$ cat src/rtl/ascon_pkg.sv
// Shared definitions for the Ascon permutation sequencer and its
// constant-addition stages: FSM states, permutation encodings, loop
// bounds and the round-constant table.
package ascon_pkg;

  typedef enum logic [1:0] {
    IDLE  = 2'd0,
    ROUND = 2'd1,
    DONE  = 2'd2
  } perm_state_e;

  localparam logic PERM_PA = 1'b0;
  localparam logic PERM_PB = 1'b1;

  localparam logic [2:0] PA_START     = 3'd0;  // 12 rounds = 6 double-rounds
  localparam logic [2:0] PB128_START  = 3'd3;  // 6 rounds  = 3 double-rounds
  localparam logic [2:0] PB128A_START = 3'd2;  // 8 rounds  = 4 double-rounds
  localparam logic [2:0] LAST_LOOP    = 3'd5;

  // First double-round index for a given permutation/variant pair.
  // The variant only matters for pb; pa always runs the full 12 rounds.
  function automatic logic [2:0] start_loop(input logic perm_sel, input logic variant);
    logic [2:0] val;
    if (perm_sel == PERM_PA) begin
      val = PA_START;
    end else if (variant == 1'b1) begin
      val = PB128A_START;
    end else begin
      val = PB128_START;
    end
    return val;
  endfunction

  // Ascon round constants, indexed by absolute round 0..11. A double-round
  // at loop_num n uses entries 2n (odd stage) and 2n+1 (even stage).
  function automatic logic [7:0] round_const(input logic [3:0] idx);
    logic [7:0] rc;
    case (idx)
      4'd0:    rc = 8'hf0;
      4'd1:    rc = 8'he1;
      4'd2:    rc = 8'hd2;
      4'd3:    rc = 8'hc3;
      4'd4:    rc = 8'hb4;
      4'd5:    rc = 8'ha5;
      4'd6:    rc = 8'h96;
      4'd7:    rc = 8'h87;
      4'd8:    rc = 8'h78;
      4'd9:    rc = 8'h69;
      4'd10:   rc = 8'h5a;
      4'd11:   rc = 8'h4b;
      default: rc = 8'h00;
    endcase
    return rc;
  endfunction

endpackage

$ cat src/rtl/ascon_loop_counter.sv
// Loadable 3-bit double-round counter. Loads the start index for the
// requested permutation, increments up to LAST_LOOP and holds there.
module ascon_loop_counter
  import ascon_pkg::*;
(
  input  logic       clk,
  input  logic       rst,
  input  logic       load_i,
  input  logic       inc_i,
  input  logic       clr_i,
  input  logic       perm_sel_i,
  input  logic       variant_i,
  output logic [2:0] count_o,
  output logic       last_o
);

  logic [2:0] count_r;

  // Counter register: clear has priority over load, load over increment;
  // the increment saturates at LAST_LOOP so 6 and 7 are never reached.
  always_ff @(posedge clk) begin
    if (rst) begin
      count_r <= 3'd0;
    end else if (clr_i) begin
      count_r <= 3'd0;
    end else if (load_i) begin
      count_r <= start_loop(perm_sel_i, variant_i);
    end else if (inc_i && (count_r != LAST_LOOP)) begin
      count_r <= count_r + 3'd1;
    end else begin
      count_r <= count_r;
    end
  end

  assign count_o = count_r;
  assign last_o  = (count_r == LAST_LOOP);

endmodule

$ cat src/rtl/ascon_perm_round_ctrl.sv
// Round sequencer for the two-rounds-per-cycle Ascon permutation. Accepts
// one pa/pb request, steps loop_num through the double-rounds while driving
// the state register strobes, then pulses done for one cycle.
module ascon_perm_round_ctrl
  import ascon_pkg::*;
(
  input  logic       clk,
  input  logic       rst,
  input  logic       start_i,
  input  logic       perm_sel_i,
  input  logic       variant_i,
  input  logic       mode_i,
  output logic       ready_o,
  output logic       busy_o,
  output logic [2:0] loop_num_o,
  output logic       const_sel_o,
  output logic       compact_fast_o,
  output logic       state_load_o,
  output logic       state_en_o,
  output logic       done_o
);

  perm_state_e state_r, state_nxt_s;

  logic perm_r, variant_r, mode_r;
  logic perm_nxt_s, variant_nxt_s, mode_nxt_s;

  logic ready_r, busy_r, const_sel_r, compact_fast_r;
  logic state_load_r, state_en_r, done_r;
  logic ready_nxt_s, busy_nxt_s, const_sel_nxt_s, compact_fast_nxt_s;
  logic state_load_nxt_s, state_en_nxt_s, done_nxt_s;

  logic cnt_load_s, cnt_inc_s, cnt_clr_s, cnt_last_s;
  logic [2:0] cnt_val_s;

  ascon_loop_counter u_loop_counter (
    .clk        (clk),
    .rst        (rst),
    .load_i     (cnt_load_s),
    .inc_i      (cnt_inc_s),
    .clr_i      (cnt_clr_s),
    .perm_sel_i (perm_sel_i),
    .variant_i  (variant_i),
    .count_o    (cnt_val_s),
    .last_o     (cnt_last_s)
  );

  // Next-state, latched config and next values of the registered outputs.
  always_comb begin
    state_nxt_s        = state_r;
    perm_nxt_s         = perm_r;
    variant_nxt_s      = variant_r;
    mode_nxt_s         = mode_r;
    ready_nxt_s        = 1'b0;
    busy_nxt_s         = 1'b0;
    const_sel_nxt_s    = 1'b0;
    compact_fast_nxt_s = 1'b0;
    state_load_nxt_s   = 1'b0;
    state_en_nxt_s     = 1'b0;
    done_nxt_s         = 1'b0;
    cnt_load_s         = 1'b0;
    cnt_inc_s          = 1'b0;
    cnt_clr_s          = 1'b0;
    case (state_r)
      IDLE: begin
        if (start_i) begin
          state_nxt_s        = ROUND;
          perm_nxt_s         = perm_sel_i;
          variant_nxt_s      = variant_i;
          mode_nxt_s         = mode_i;
          busy_nxt_s         = 1'b1;
          const_sel_nxt_s    = (perm_sel_i == PERM_PB) && variant_i;
          compact_fast_nxt_s = mode_i;
          state_load_nxt_s   = 1'b1;
          state_en_nxt_s     = 1'b1;
          cnt_load_s         = 1'b1;
        end else begin
          ready_nxt_s = 1'b1;
        end
      end
      ROUND: begin
        busy_nxt_s         = 1'b1;
        const_sel_nxt_s    = (perm_r == PERM_PB) && variant_r;
        compact_fast_nxt_s = mode_r;
        if (cnt_last_s) begin
          state_nxt_s = DONE;
          done_nxt_s  = 1'b1;
        end else begin
          state_en_nxt_s = 1'b1;
          cnt_inc_s      = 1'b1;
        end
      end
      DONE: begin
        state_nxt_s   = IDLE;
        perm_nxt_s    = 1'b0;
        variant_nxt_s = 1'b0;
        mode_nxt_s    = 1'b0;
        ready_nxt_s   = 1'b1;
        cnt_clr_s     = 1'b1;
      end
      default: begin
        state_nxt_s   = IDLE;
        perm_nxt_s    = 1'b0;
        variant_nxt_s = 1'b0;
        mode_nxt_s    = 1'b0;
        ready_nxt_s   = 1'b1;
        cnt_clr_s     = 1'b1;
      end
    endcase
  end

  // State, latched config and output registers; reset abandons any permutation.
  always_ff @(posedge clk) begin
    if (rst) begin
      state_r        <= IDLE;
      perm_r         <= 1'b0;
      variant_r      <= 1'b0;
      mode_r         <= 1'b0;
      ready_r        <= 1'b1;
      busy_r         <= 1'b0;
      const_sel_r    <= 1'b0;
      compact_fast_r <= 1'b0;
      state_load_r   <= 1'b0;
      state_en_r     <= 1'b0;
      done_r         <= 1'b0;
    end else begin
      state_r        <= state_nxt_s;
      perm_r         <= perm_nxt_s;
      variant_r      <= variant_nxt_s;
      mode_r         <= mode_nxt_s;
      ready_r        <= ready_nxt_s;
      busy_r         <= busy_nxt_s;
      const_sel_r    <= const_sel_nxt_s;
      compact_fast_r <= compact_fast_nxt_s;
      state_load_r   <= state_load_nxt_s;
      state_en_r     <= state_en_nxt_s;
      done_r         <= done_nxt_s;
    end
  end

  assign ready_o        = ready_r;
  assign busy_o         = busy_r;
  assign loop_num_o     = cnt_val_s;
  assign const_sel_o    = const_sel_r;
  assign compact_fast_o = compact_fast_r;
  assign state_load_o   = state_load_r;
  assign state_en_o     = state_en_r;
  assign done_o         = done_r;

endmodule

$ cat config.mk
export PLATFORM = sky130hd
export DESIGN_NAME = ascon_perm_round_ctrl
export DESIGN_NICKNAME = d
export VERILOG_FILES = /design/src/rtl/ascon_pkg.sv /design/src/rtl/ascon_loop_counter.sv /design/src/rtl/ascon_perm_round_ctrl.sv
export SDC_FILE = /design/constraint.sdc
export NUM_CORES = 1
export LEC_CHECK = 0
export ABC_AREA = 1
export BUFFER_PORTS_ARGS = -buffer_cell sky130_fd_sc_hd__buf_2
export CAP_MARGIN = 20
export CORE_MARGIN = 2
export CORE_UTILIZATION = 41
export DETAILED_ROUTE_END_ITERATION = 8
export PLACE_DENSITY = 0.66
export SLEW_MARGIN = 20
export SYNTH_ARGS = -nofsm -noshare
export SYNTH_HDL_FRONTEND = slang
export SYNTH_SLANG_ARGS = --single-unit
$ cat constraint.sdc
create_clock -name clk -period 3.09 [get_ports clk]
set_input_delay 0.618 -clock clk [delete_from_list [all_inputs] [get_ports clk]]
set_output_delay 0.618 -clock clk [all_outputs]
set_load 0.005 [all_outputs]
==> flow_metrics.tcl <==
set metrics [dict create \
    status "completed" \
    h-tree-depth 1 \
    skew_ns 0.003796 \
    drt-pass1-iter-count 4 \
    arrival_ns 0.82 \
    critPathSlowestCell "dfxtp_1" \
    portBuffers 15 \
    reg2reg_depth 8 \
    dpl_cell_area_um2 683.2 \
    ys_types 14 \
    syn_avg_cell_area_um2 7.619 \
    postRouteWirelength_um 1185 \
    cp_max_fo 5 \
    clockBufferDepth 2 \
    hold_path_class "reg -> reg" \
    path_clk_slew_ns 0.08 \
    fin_crit_sh_pct 46.45 \
    ios 16 \
    met3_usage_pct 5.603 \
    start_util_pct 44.56 \
    rr_endpoint "u_loop_counter.count_o[1]" \
    core-area_um2 1334 \
    drive_above_1_share_pct 30.21 \
    crit_path_end_kind "output port" \
    grt_pass1_vias 474 \
    placementRows 13 \
    met2_usage_pct 24.06 \
    ant_nets 0 \
    place_congestion 0.8869 \
    drv_slew 0 \
    drc 0 \
    max_slew.worst_pin.slew_ns 0.2574 \
    use_met1_pct 19.00 \
    fin_util_pct 53.19 \
    clock_sinks 15 \
    cts_tree "done" \
    die_w_um 42.08 \
    ir_drop_mv 0.2133 \
    grt.total_usage_pct 15.52 \
    path_depth 1 \
    first_iter_violations 11 \
    critical_path.startpoint "u_loop_counter.count_o[0]" \
    power.density_nw_per_um2 532.0 \
    final_nets 105 \
    tns_ns 0 \
    area_delta_synth_final_pct 19.37 \
    worstPathCellList "buf_2" \
    clk_latency_ns 0.28 \
    finalSetupViolCount 0 \
    whs_ns 0.4627 \
    grt_max_degree 10 \
    drv_cap 0 \
    cts-root-buf "clkbuf_4" \
    vias 524 \
    leakage_nw 0.3768 \
    grt_pass1_wl_um 2063 \
    ys_seq_elements 15 \
    critPathRequiredTime_ns 2.47 \
    place_hpwl_um 936.3 \
    cpPeakStageDelay_ns 0.40 \
    final_common_cell "nand2_1" \
    overflow 0 \
    r2r_start "u_loop_counter.count_o[1]" \
    grt-busiest-layer "met2" \
    critPathCapture "loop_num_o[0]" \
    antenna_found_initial 0 \
    period_minus_slack_ns 1.435 \
    wl_per_cell_um 10.68 \
    num_antenna_cells 0 \
    largest_register_ffs 3 \
    dieHeight_um 42.08 \
    max_freq_ghz 0.6968 \
    yosys_warnings 0 \
    dieArea_um2 1770 \
    synthCells 78 \
    viasPerCell 4.721 \
    hold_buffers 0 \
    post_cts_resized 0 \
    cts_setup_buffers 0 \
    postLayoutCellArea_um2 709.4 \
    rsz0062_at_grt "no" \
    finalHoldViolCount 0 \
    crit_path_start_kind "flip-flop" \
    cts_buffers 3 \
    final_cell_mix "nand2_1, dfxtp_1, buf_2" \
    cp.buffers_inverters 1 \
    syn_nets 86 \
    critical_path_class "reg -> out" \
    ys_seq_area_share_pct 50.53 \
    max_slew_margin_pct 82.81 \
    syn_area_um2 594.3 \
    rrSetupSlack_ns 1.78 \
    cp_top_family "flip-flops" \
]
worst min path at each step:
stage               startpoint              to  slack [ns]  cells after the start
CTS                     mode_r          mode_r        0.46                      2
global placement        perm_r          perm_r        0.45                      2
global route            mode_r  compact_fast_o        0.50                      2
detailed placement      mode_r          mode_r        0.45                      2
floorplan               mode_r          mode_r        0.43                      2
finish                  mode_r          mode_r        0.46                      2
cells in the mapped netlist:
library cell	n	area, um2
a21oi_1	3	15.01
buf_2	1	5.000
dfxtp_1	15	300.3
ha_1	2	25.02
inv_1	8	30.03
inv_2	4	15.01
nand2_1	18	67.56
nand2_2	2	12.51
nand3_1	9	45.04
nor2_1	6	22.52
nor2_2	5	31.28
nor3_1	2	10.01
o21ai_0	1	5.000
o21ai_1	2	10.01
area by class of cell:
type / count / area [um2]
inverters: 12 / 45.04
flip-flops and latches: 15 / 300.3
fillers: 146 / 624.3
multi-input cells: 50 / 244.0
well taps: 15 / 18.77
clock buffers: 4 / 26.28
repair buffers: 15 / 75.07
routing by layer:
layer / up-vias / routed length, um
met5: - / 0
met4: 0 / 14
met3: 3 / 69
met2: 20 / 534
met1: 224 / 566
li1: 277 / -
kinds of logic (layout without fill, tap and decap cells):
| group | count (synthesis) | after routing | share of synthesized area (%) |
|---|---|---|---|
| adder cells (fa/ha/maj) | 2 | 2 | 4.210 |
| AO/OA/AOI/OAI | 6 | 6 | 5.051 |
| buffers and inverters | 13 | 31 | 8.420 |
| flip-flops | 15 | 15 | 50.53 |
| AND/OR/NAND/NOR | 42 | 42 | 31.79 |
tightest hold or removal path: cells and delay by family, from the launching register on:
family | cells | cell delay (ns)
simple gates | 2 | 0.10
flops | 1 | 0.32
per-stage QoR:
step | power (W) | worst slack [ns] | cells
3_5_place_dp | 0.0002714 | 1.741 | 107
6_report | 0.0003774 | 1.655 | 111
4_1_cts | 0.0003812 | 1.637 | 111
5_1_grt | 0.0004003 | 1.588 | 111
2_1_floorplan | 0.0002521 | 1.878 | 78
3_3_place_gp | 0.0002707 | 1.735 | 107
report_power, final:
group	internal (W)	total [W]	switching (W)
Sequential	0.000205	0.000212	0.00000729
Clock	0.0000501	0.000111	0.0000608
Combinational	0.0000222	0.0000542	0.0000320
Total	0.000277	0.000377	0.000100
Power figures use the tool's default switching activity.
